==> src/rtl/ibex_cheri_cap_lsu_seq_pkg.sv <==
// rtl/ibex_cheri_cap_lsu_seq_pkg.sv - shared types for the capability load/store sequencer
package ibex_cheri_cap_lsu_seq_pkg;

  typedef enum logic [1:0] {
    CAP_SEQ_IDLE,
    CAP_SEQ_REQ,
    CAP_SEQ_WAIT,
    CAP_SEQ_DONE
  } cap_seq_state_e;

  parameter int unsigned CAP_BEAT_BYTES = 4;

endpackage

==> src/rtl/ibex_cheri_cap_lsu_seq.sv <==
// rtl/ibex_cheri_cap_lsu_seq.sv - splits one tagged capability load/store into 32-bit bus beats
module ibex_cheri_cap_lsu_seq #(
  parameter int unsigned CapWidth = 64
) (
  input  logic                clk_i,
  input  logic                rst_ni,
  input  logic                req_i,
  input  logic                we_i,
  input  logic [31:0]         addr_i,
  input  logic [CapWidth-1:0] wcap_i,
  input  logic                wtag_i,
  output logic                ready_o,
  output logic                done_o,
  output logic                err_o,
  output logic                misaligned_o,
  output logic [31:0]         err_addr_o,
  output logic [CapWidth-1:0] rcap_o,
  output logic                rtag_o,
  output logic                data_req_o,
  input  logic                data_gnt_i,
  input  logic                data_rvalid_i,
  input  logic                data_err_i,
  output logic                data_we_o,
  output logic [3:0]          data_be_o,
  output logic [31:0]         data_addr_o,
  output logic [31:0]         data_wdata_o,
  output logic                data_tag_o,
  input  logic [31:0]         data_rdata_i,
  input  logic                data_tag_i
);
  import ibex_cheri_cap_lsu_seq_pkg::*;

  localparam int unsigned Beats  = CapWidth / 32;
  localparam int unsigned BeatW  = (Beats > 1) ? $clog2(Beats) : 1;
  localparam int unsigned AlignW = $clog2(CapWidth / 8);

  cap_seq_state_e      state_q, state_d;
  logic [BeatW-1:0]    beat_q;
  logic                we_q;
  logic [31:0]         addr_q;
  logic [CapWidth-1:0] wcap_q;
  logic                wtag_q;
  logic                tag_acc_q;
  logic [CapWidth-1:0] buf_q;
  logic                err_q;
  logic                mis_q;
  logic [31:0]         err_addr_q;

  logic        last_beat;
  logic        misaligned_req;
  logic [31:0] beat_addr;
  logic        in_req;
  logic        in_done;

  assign last_beat      = (beat_q == BeatW'(Beats - 1));
  assign misaligned_req = (addr_i[AlignW-1:0] != '0);
  // Aligned capabilities never cross their own boundary, so a plain add suffices.
  assign beat_addr      = addr_q + 32'(beat_q) * CAP_BEAT_BYTES;
  assign in_req         = (state_q == CAP_SEQ_REQ);
  assign in_done        = (state_q == CAP_SEQ_DONE);

  always_ff @(posedge clk_i or negedge rst_ni) begin
    if (!rst_ni) begin
      state_q <= CAP_SEQ_IDLE;
    end else begin
      state_q <= state_d;
    end
  end

  always_comb begin
    state_d = state_q;
    unique case (state_q)
      CAP_SEQ_IDLE: if (req_i) state_d = misaligned_req ? CAP_SEQ_DONE : CAP_SEQ_REQ;
      CAP_SEQ_REQ:  if (data_gnt_i) state_d = CAP_SEQ_WAIT;
      CAP_SEQ_WAIT: begin
        if (data_rvalid_i) state_d = (data_err_i || last_beat) ? CAP_SEQ_DONE : CAP_SEQ_REQ;
      end
      CAP_SEQ_DONE: state_d = CAP_SEQ_IDLE;
      default:      state_d = CAP_SEQ_IDLE;
    endcase
  end

  always_ff @(posedge clk_i or negedge rst_ni) begin
    if (!rst_ni) begin
      beat_q     <= '0;
      we_q       <= 1'b0;
      addr_q     <= '0;
      wcap_q     <= '0;
      wtag_q     <= 1'b0;
      tag_acc_q  <= 1'b1;
      buf_q      <= '0;
      err_q      <= 1'b0;
      mis_q      <= 1'b0;
      err_addr_q <= '0;
    end else begin
      unique case (state_q)
        CAP_SEQ_IDLE: begin
          if (req_i) begin
            we_q       <= we_i;
            addr_q     <= addr_i;
            wcap_q     <= wcap_i;
            wtag_q     <= wtag_i;
            beat_q     <= '0;
            tag_acc_q  <= 1'b1;
            err_q      <= misaligned_req;
            mis_q      <= misaligned_req;
            err_addr_q <= addr_i;
          end
        end
        CAP_SEQ_WAIT: begin
          if (data_rvalid_i) begin
            if (data_err_i) begin
              err_q      <= 1'b1;
              err_addr_q <= beat_addr;
            end else begin
              if (!we_q) begin
                buf_q[{beat_q, 5'd0} +: 32] <= data_rdata_i;
                tag_acc_q                   <= tag_acc_q & data_tag_i;
              end
              if (!last_beat) beat_q <= beat_q + 1'b1;
            end
          end
        end
        default: ;
      endcase
    end
  end

  assign ready_o      = (state_q == CAP_SEQ_IDLE);
  assign done_o       = in_done;
  assign err_o        = in_done & err_q;
  assign misaligned_o = in_done & mis_q;
  assign err_addr_o   = (in_done && err_q) ? err_addr_q : '0;
  // A failed load must never leak partially assembled data or a stale tag.
  assign rcap_o       = (in_done && !err_q) ? buf_q : '0;
  assign rtag_o       = in_done & ~err_q & tag_acc_q;

  assign data_req_o   = in_req;
  assign data_we_o    = in_req & we_q;
  assign data_be_o    = in_req ? 4'hF : 4'h0;
  assign data_addr_o  = in_req ? beat_addr : '0;
  assign data_wdata_o = in_req ? wcap_q[{beat_q, 5'd0} +: 32] : '0;
  assign data_tag_o   = in_req & we_q & wtag_q;

  assert property (@(posedge clk_i) disable iff (!rst_ni)
                   data_rvalid_i |-> (state_q == CAP_SEQ_WAIT));

endmodule

==> config.mk <==
export PLATFORM = sky130hd
export DESIGN_NAME = ibex_cheri_cap_lsu_seq
export DESIGN_NICKNAME = d
export VERILOG_FILES = /design/src/rtl/ibex_cheri_cap_lsu_seq_pkg.sv /design/src/rtl/ibex_cheri_cap_lsu_seq.sv
export SDC_FILE = /design/constraint.sdc
export NUM_CORES = 1
export LEC_CHECK = 0
export ABC_AREA = 1
export ABC_CLOCK_PERIOD_IN_PS = 2000
export BUFFER_PORTS_ARGS = -buffer_cell sky130_fd_sc_hd__buf_2
export CORE_MARGIN = 2
export CORE_UTILIZATION = 35
export CTS_CLUSTER_SIZE = 20
export DETAILED_ROUTE_END_ITERATION = 10
export PLACE_DENSITY = 0.57
export SETUP_SLACK_MARGIN = 0.4
export SLEW_MARGIN = 20
export SYNTH_ARGS = -nofsm -noshare
export SYNTH_HDL_FRONTEND = slang
export SYNTH_SLANG_ARGS = --single-unit
==> constraint.sdc <==
create_clock -name clk_i -period 2 [get_ports clk_i]
set_input_delay 0 -clock clk_i [delete_from_list [all_inputs] [get_ports clk_i]]
set_output_delay 0 -clock clk_i [all_outputs]
set_load 0.1 [all_outputs]
==> results.md <==
- Largest net degree at the start of global routing: 73
- Setup crit start kind: flip-flop
- Share of layout cells above drive strength 1: 50.1%
- Synth area leaders: dfrtp_1, nand2_1, inv_1
- Initial antenna violation count: 2
- Setup_tns: -3050 ps
- R2r setup slk: 110 ps
- CP peak stage delay: 430 ps
- RSZ-0062 raised after global routing: true
- Status: finished, violations left
- Worst setup EP type: output port
- Antenna-violating nets left: 0
- Cell area power density: 1380 mW/mm^2
- Slew @ Worst Pin: 499 ps
- Async S/R FF share, synth: 100%
- Slowest CP cell: dfrtp_2
- TritonCTS clock tree: built
- WP buf/inv: 4
- Crit path max fanout: 5
- Starting Density: 35.4%
- Final hold vios: 0
- Core ar.: 0.0285 mm^2
- Longest Clk Path Bufs: 2
- Nets@finish: 2146
- Leak: 9.81 nW
- Setup ws final: -227 ps
- RR Startpoint: beat_q
- Maxcap violations: 0
- Filler instances: 1735
- Drt via density: 4.97
- Finished Layout Cells: 2405
- Top-count cell post-synth: nand2_1
- Post-route DRC: 0
- Total vias in the final route: 12000
- DRT Pass-1 Iters: 5
- Synth Warn #: 0
- Register area share after synthesis: 49.6%
- First-pass GRT wire length: 62600 um
- CTS H-tree lvls: 4
- Area Growth Syn to Fin: 118%
- Placed cell count: 2075
- Synth cell types: 28
- Routability congestion estimate: 0.853
- Worst vdd ir: 0.929 mV
- CP Class: flip-flop to output port
- Synth Cell Area: 0.0101 mm^2
- Cell Rows: 62
- WL/cell: 19.0 um
- Pwr Total: 30.5 mW
- Clock-pin slew on the worst setup and hold paths: 90 ps
- Clock root buffer: clkbuf_16
- Post-Syn Area per Cell: 7.09 um^2
- Failing checks: negative setup slack
- R2R Path End: err_addr_q[18]
- GRT overflow: 0
- List of most frequent post-synthesis cells: nand2_1, inv_1, dfrtp_1, nor2_1, a21oi_1
- Vias in the first global route: 12000
- Main flop type after synthesis: dfrtp_1
- R2R cell count: 12
- Final Critical Period: 2230 ps
- Syn_nets: 1564
- Max Clock Skew: 21.2 ps
- Sink Count: 200
- Fmax: 0.449 GHz
- Port-buffer cells: 308
- Clock Latency Late Sink: 460 ps
- Post-synth EDFFs: 0
- Slew Viols, Final: 0
- Fin crit share: 111%
- Post-synthesis register bit count: 200
- Final count of negative-setup-slack endpoints: 35
- Die Ht: 174 um
- Routed WL: 45700 um
- Hold WS: 38.9 ps
- Cell type with the largest total area after synthesis: dfrtp_1
- Post-DP HPWL: 23100 um
- Critical path arrival: 2230 ps
- Yosys top cell area share: 49.3%
- CP Cell Sequence: ha_4 -> ha_4 -> inv_2 -> nor2_4 -> nand2_4 -> buf_4 -> buf_4 -> o21ai_4 -> a21oi_4 -> buf_12
- I/O pins: 309
- Num CTS Buffers: 17
- Max-slew headroom: 66.8%
- GRT Overall Usage: 26.2%
- Iteration-0 DRC Markers: 741
- Top delay family on crit path: buffers and inverters
- Post-synthesis instance total: 1424
- Die ar.: 0.0302 mm^2
- CP Data Required Time: 2000 ps
- Die X: 174 um
- Hold Path Class: input port to asynchronous set/reset pin
cell families after synthesis:
group	Yosys count	synth area share (%)
buf+inv	285	11.3
simple gates	714	27.2
compound gates	212	10.7
fa+ha+maj	3	0.372
xor+xnor	10	0.867
flops	200	49.6
worst reg2reg max path, stage by stage, from the launching register on:
cell	delay [ps]
dfrtp_2	430
ha_4	170
ha_4	140
inv_2	50
nor2_4	140
nand2_4	130
buf_4	170
buf_4	130
o21ai_4	160
buf_6	120
nand3_2	50
nand2_1	70
o21ai_1	60
per-layer routing:
metal	GRT usage, %	wire, um
met3	5.48	2590
met2	46.6	24200
met1	31.2	17100
met4	9.73	1760
met5	0	0
timing repair:
| item | in CTS | in global routing |
|---|---|---|
| setup buffers | 79 | 46 |
| pin swaps | 63 | 104 |
| setup endpoints to repair | 286 | 303 |
| resized for setup | 423 | 335 |
| gates cloned | 19 | 16 |
| endpoints found under the hold margin | 382 | 0 |
| hold buffers | 136 | 0 |
through the flow:
stage | area, um^2 | worst slack [ps] | utilization [%]
after CTS | 20000 | -148 | 69.9
after global routing | 22000 | -286 | 77.2
after floorplan | 12000 | 54.8 | -
final | 22000 | -227 | 77.2
after detailed placement | 15200 | 126 | 53.4
after global placement | 15200 | 191 | 53.4
final cells by class:
type	count	area [um^2]	area share [%]
Timing Repair Buffer	633	8170	37.0
Multi-Input combinational cell	940	6890	31.3
Sequential cell	200	5020	22.8
Inverter	212	857	3.89
Tap cell	384	480	2.18
Clock buffer	19	453	2.05
Clock inverter	13	143	0.647
Timing Repair inverter	2	25.0	0.114
Antenna cell	2	5.00	0.0227
cell usage in the layout (no fill, tap or decap), types with 7 or more instances in the layout:
cell           count
buf_2            135
buf_16            20
inv_6              7
a21oi_2           39
nor2_4           140
buf_6             51
buf_12           197
nand3_4            9
a21oi_4           37
nand3_2           12
nand2_4           59
nand3_1           11
nand2_2           76
inv_1            195
dlygate4sd3_1    136
dfrtp_2           12
nor2_2             9
clkinv_8           7
o21ai_2           45
nor2_1            15
buf_8             14
buf_4             65
clkbuf_16         28
nand2_1          375
dfrtp_1          187
o21ai_1           71
flip-flops by register name, indices dropped and copies added, names as in the netlist:
register / cells
mis_q: 1
addr_q: 32
wtag_q: 1
err_q: 1
tag_acc_q: 1
buf_q: 64
beat_q: 1
err_addr_q: 32
we_q: 1
state_q: 2
wcap_q: 64
where the power goes:
| part | switching [mW] | internal (mW) | leakage (nW) |
|---|---|---|---|
| Clock | 1.83 | 1.74 | 0.293 |
| Combinational | 11.7 | 7.68 | 7.03 |
| Sequential | 1.59 | 5.94 | 2.49 |
| Total | 15.1 | 15.4 | 9.81 |
worst max path at each step:
stage	from	end	slack, ps	cells after the start
floorplan	state_q[0]	err_addr_o[10]	50	5
global placement	beat_q	err_addr_q[17]	190	8
detailed placement	beat_q	data_addr_o[14]	130	10
CTS	addr_q[2]	data_addr_o[14]	-150	10
global route	beat_q	data_addr_o[14]	-290	10
finish	beat_q	data_addr_o[18]	-230	10
(Power assumes the default switching activity.)
